===== src/rtl/bus_reassembler.sv =====
// bus_reassembler: restores word order of a word-reversed bus, collects lanes
// across beats until all are filled, then offers the full bus downstream with
// a valid/ready handshake. Duplicate-lane beats are flagged and counted.
module bus_reassembler #(
    parameter int unsigned BUS_SIZE  = 16,
    parameter int unsigned WORD_SIZE = 4,
    localparam int unsigned WORD_NUM = BUS_SIZE / WORD_SIZE
) (
    input  logic                clk,
    input  logic                reset,
    input  logic [BUS_SIZE-1:0] data_in,
    input  logic [WORD_NUM-1:0] control_in,
    input  logic                valid_in,
    output logic                ready_out,
    output logic [BUS_SIZE-1:0] data_out,
    output logic                valid_out,
    input  logic                ready_in,
    output logic [WORD_NUM-1:0] lane_mask,
    output logic                err_dup,
    output logic [7:0]          err_count
);

    typedef enum logic [0:0] {StCollect, StHold} state_e;

    state_e              state_q, state_d;
    logic [BUS_SIZE-1:0] data_d;
    logic [WORD_NUM-1:0] mask_d;
    logic                dup_d;
    logic [7:0]          count_d;

    // Handshake flags decode the state only, so ready_out has no input path.
    assign ready_out = (state_q == StCollect);
    assign valid_out = (state_q == StHold);

    // Next-state: lane merge, duplicate detection and handshake release.
    always_comb begin
        state_d = state_q;
        data_d  = data_out;
        mask_d  = lane_mask;
        dup_d   = 1'b0;
        count_d = err_count;
        unique case (state_q)
            StCollect: begin
                if (valid_in) begin
                    for (int i = 0; i < WORD_NUM; i++) begin
                        if (control_in[i]) begin
                            if (lane_mask[i]) begin
                                // Already filled: keep the stored word.
                                dup_d = 1'b1;
                            end else begin
                                data_d[i*WORD_SIZE +: WORD_SIZE] =
                                    data_in[(BUS_SIZE-1)-i*WORD_SIZE -: WORD_SIZE];
                                mask_d[i] = 1'b1;
                            end
                        end
                    end
                    // One count per offending beat, not per lane.
                    if (dup_d && (err_count != 8'hFF)) begin
                        count_d = err_count + 8'd1;
                    end
                    if (&mask_d) begin
                        state_d = StHold;
                    end
                end
            end
            StHold: begin
                // data_out is left as is; lanes get overwritten one by one later.
                if (ready_in) begin
                    mask_d  = '0;
                    state_d = StCollect;
                end
            end
            default: state_d = StCollect;
        endcase
    end

    // State and output registers.
    always_ff @(posedge clk or negedge reset) begin
        if (!reset) begin
            state_q   <= StCollect;
            data_out  <= '0;
            lane_mask <= '0;
            err_dup   <= 1'b0;
            err_count <= '0;
        end else begin
            state_q   <= state_d;
            data_out  <= data_d;
            lane_mask <= mask_d;
            err_dup   <= dup_d;
            err_count <= count_d;
        end
    end

endmodule

===== config.mk =====
export PLATFORM = sky130hd
export DESIGN_NAME = bus_reassembler
export DESIGN_NICKNAME = d
export VERILOG_FILES = /design/src/rtl/bus_reassembler.sv
export SDC_FILE = /design/constraint.sdc
export NUM_CORES = 1
export LEC_CHECK = 0
export CAP_MARGIN = 20
export CORE_MARGIN = 1.5
export CORE_UTILIZATION = 45
export DETAILED_ROUTE_END_ITERATION = 6
export MAX_ROUTING_LAYER = met4
export PLACE_DENSITY = 0.84
export SYNTH_ARGS = -nofsm -noshare
export SYNTH_HDL_FRONTEND = slang
export SYNTH_SLANG_ARGS = --single-unit

===== constraint.sdc =====
create_clock -name clk -period 4.3 [get_ports clk]
set_input_delay 0.645 -clock clk [delete_from_list [all_inputs] [get_ports clk]]
set_output_delay 0.645 -clock clk [all_outputs]
set_load 0.03 [all_outputs]

# Word level (Yosys, flattened, before mapping)
# Index checks and enable logic that the tools add are counted.
# word_totals
regBits	30
latch_bits	0
ramBits	0
romBits	0
in_bits	24
output_inout_bits	31
elab_cells	56
memories	0
# op_classes
n_addsub	1
n_mul	0
n_div	0
order_cmp	0
n_eq_ne	3
shifts	0
muxes	31
n_bitwise	5
n_reduce_logical	8
# op_table
cell	n
1-bit 2-to-1 mux	27
4-bit AND reduction	5
8-bit by 1-bit adder with 8-bit output, second input constant	1
4-bit 2-to-1 mux	2
8-bit inequality test, second input constant	1
4-bit one-hot mux with 2 select lines	1
1-bit inverter	5
2-bit inequality test, second input constant	2
3-bit AND reduction	1
1-bit one-hot mux with 2 select lines	1
2-bit AND reduction	1
1-bit logical AND	1

# Logic depth before layout (Yosys ltp)
# logic_depth
word_depth	12
ltp_mapped	5
depth_no_buf	5

# Worst setup path before layout
# No wires, ideal clock.
# synth_timing
kind	register to register
from	reg err_count[0]
to	reg err_count[1]
setup_ns	0.128
arrival_time_ns	1.563
required_ns	4.172
slack_ns	2.610
path_stages_with_launch	6
path_buffers	0
synth_period_minus_slack_ns	1.690
cell_sequence	dfrtp_1 ha_1 nand3_1 nor2_1 nor2_1 mux2_1
# synth_between
elab_chain_cells	3
word_cells_on_any_way	4
classes_between	add/sub (1); eq/ne (1); reduce/logical (2)
# synth_lines
element	line_no	source
start: declaration	20	output logic [7:0] err_count
start signal: assignment	90	err_count <= count_d;
branches (longest 3 deep; another with 8-bit by 1-bit adder with 8-bit output)	-	
# Parallel ways; which one is timed is not known.
# A chain may end at the register's enable or synchronous reset.

# Final worst setup path
# layout_timing
from	reg state_q (netlist: valid_out)
to	out ready_out
# layout_between
elab_chain_cells	1
# layout_lines
element	line_no	source
start: declaration	25	state_e state_q, state_d;
start signal: assignment	80	state_q <= StCollect;
start signal: assignment	86	state_q <= state_d;
1-bit inverter (no source line)	-	
end: declaration	14	output logic ready_out,
# Every way passes these cells.

==> flow_metrics.py <==
metrics = {
    "status": {
        "status": "completed",
    },
    "clock_tree": {
        "hold_buffers": 0,
        "clock_latency_ns": 0.33,
        "cts.clk_slew.worst_paths_ns": 0.09,
        "post_cts_resized": 0,
        "numCtsBuffers": 5,
        "htreeDepth": 2,
        "cts_tree": "done",
        "cts-root-buf": "clkbuf_4",
        "post_cts_buffers": 0,
        "clock_sinks": 30,
        "cts_buffer_depth": 2,
    },
    "layout": {
        "drive_gt1_share_pct": 19.02,
        "final_common_cell": "clkdlybuf4s50_1",
        "finalNetCount": 187,
        "final_cell_mix": "clkdlybuf4s50_1, dfrtp_1, mux2_2",
        "area_delta_synth_final_pct": 50.05,
        "final_cells": 194,
        "n_antenna_cell": 0,
    },
    "logic_synthesis": {
        "ys.flop_type": "dfrtp_1",
        "synth_cell_types": 22,
        "synth_top_cells_by_area": "dfrtp_1, mux2_2, nor3b_2, o22ai_1, a21oi_1",
        "yosys_warnings": 0,
        "ys_async_sr_fraction_pct": 100.0,
        "avgSynthCellArea_um2": 12.92,
        "synth_edf_count": 0,
        "synth_top_area_share_pct": 58.08,
        "seq_area_frac_synth_pct": 58.08,
        "syn-cell-area_um2": 1292,
        "synth_seq_cells": 30,
        "syn_inst": 100,
        "yosysTopAreaCell": "dfrtp_1",
        "synth_fp_nets": 125,
    },
    "detailed_routing": {
        "vias": 1021,
        "viasPerCell": 5.263,
        "detail_route.wirelength_um": 2860,
        "drt-initial-drc-count": 25,
        "first_pass_iters": 4,
        "wl_per_cell_um": 14.74,
        "drc": 0,
        "ant_nets": 0,
    },
    "worst_setup_path": {
        "crit_type": "flop to primary output",
        "cp_slowest_cell": "clkdlybuf4s50_1",
        "regToRegSetupSlack_ns": 2.67,
        "cp_max_fo": 7,
        "r2r_cells": 5,
        "critPathLaunch": "valid_out",
        "end_kind": "primary output",
        "path_cells": "inv_1, clkdlybuf4s50_1",
        "cp-start-kind": "flop",
        "crit_required_ns": 3.65,
        "critical_path.max_stage_delay_ns": 0.67,
        "rr_startpoint": "err_count[0]",
        "worstPathArrival_ns": 1.59,
    },
    "power_and_ir_drop": {
        "power.leakage_nw": 0.8248,
        "powerDensity_nw_per_um2": 755.3,
        "finalPower_w": 0.001465,
        "ir_drop_v": 0.0005461,
    },
    "floorplanning": {
        "fp.dieH_um": 56.59,
        "fp-row-count": 19,
        "fp.dieW_um": 56.59,
        "coreArea_um2": 2734,
        "die_area_um2": 3202,
        "ios": 55,
        "initial_core_util_pct": 47.28,
    },
    "grt": {
        "grt_pass1_wl_um": 4974,
        "grt_usage_pct": 20.92,
        "antenna_found_initial": 0,
        "grt_max_degree": 31,
        "first_global_vias": 1075,
        "overflow": 0,
    },
    "timing": {
        "setup_violations": 0,
        "layout_min_cycle_time_ns": 2.235,
        "tns_ns": 0,
        "max_freq_mhz": 447.4,
        "setup_slack_ns": 2.065,
        "rsz0062_at_grt": "no",
        "final_max_slew_viol_count": 0,
        "min_period_over_period_pct": 51.97,
        "slew_headroom_pct": 75.17,
        "finClkSkew_ns": 0.004205,
        "worst-slew-pin-transition_ns": 0.3724,
        "timing.final.hold_violations": 0,
    },
    "placement": {
        "dp_hpwl_um": 2179,
        "placed_cells": 186,
        "port_buffers": 54,
        "pre_cts_slack_ns": 1.978,
        "routabilityCongestion": 0.9264,
    },
    "hold_path": {
        "worstHoldPathType": "flop to flop",
        "holdCritStartpoint": "data_out[2]",
        "hold_depth": 1,
    },
    "job": {
        "maxCapViolCount": 0,
    },
}
[power by group]
part	internal (W)	switching, W
clock network	0.0000791	0.0000988
registers	0.000407	0.000112
logic	0.000353	0.000415
[logic make-up (layout without fill, tap and decap cells)]
family                   after synthesis  in the layout  synth area share [%]
adder cells (fa/ha/maj)                1              1                0.9679
flip-flops                            30             30                 58.08
multiplexers                          17             17                 14.81
AO/OA/AOI/OAI                         20             20                 9.196
buffers and inverters                  6             69                 1.742
XOR/XNOR                               4              4                 2.710
AND/OR/NAND/NOR                       22             22                 12.49
[layer usage]
layer  share of wire [%]  GRT usage [%]  vias to the layer above
met4                 1.8          7.483                        0
met3                 8.2          9.217                        8
met1                  42          25.49                      486
met5                   0              -                        -
met2                  48          30.90                       40
li1                    -              -                      487
[registers in the layout, indices dropped and copies added, names as in the netlist]
| register | count |
|---|---|
| err_count | 8 |
| data_out | 16 |
| valid_out | 1 |
| err_dup | 1 |
| lane_mask | 4 |
[critical path, delay by kind of cell, from the launching register on]
kind     cells  cell delay [ns]
flops        1             0.47
buf+inv      2             0.79
[worst paths after layout]
kind                                endpoint
worst max-delay path               ready_out
worst min-delay path             data_out[2]
worst max register to register  err_count[1]
worst min register to register   data_out[2]
max in group asynchronous       err_count[4]
min in group asynchronous          valid_out
[Yosys cell counts (2+ instances only)]
cell type	count
dfrtp_1	30
mux2_2	16
a21oi_1	7
inv_1	6
o22ai_1	6
nor2_1	5
nand3_1	4
nor3b_2	4
xor2_1	4
a31oi_1	3
a22oi_1	2
nand2_1	2
nor2b_1	2
[per-stage QoR]
step	hold slack, ns	instance area, um2	utilization (%)
2_1_floorplan	0.3494	1292	-
3_3_place_gp	0.4884	1879	68.74
3_5_place_dp	0.4945	1879	68.74
4_1_cts	0.5150	1939	70.94
5_1_grt	0.5373	1939	70.94
6_report	0.5151	1939	70.94
[layout make-up]
cell class | count | area, um2
Clock buffer | 7 | 55.05
Tap cell | 31 | 38.79
Fill cell | 188 | 794.5
Clock inverter | 1 | 5.005
Multi-Input combinational cell | 64 | 519.2
Timing Repair Buffer | 55 | 548.0
Sequential cell | 30 | 750.7
Inverter | 6 | 22.52
Note: power is estimated with default switching activity, not from simulation.
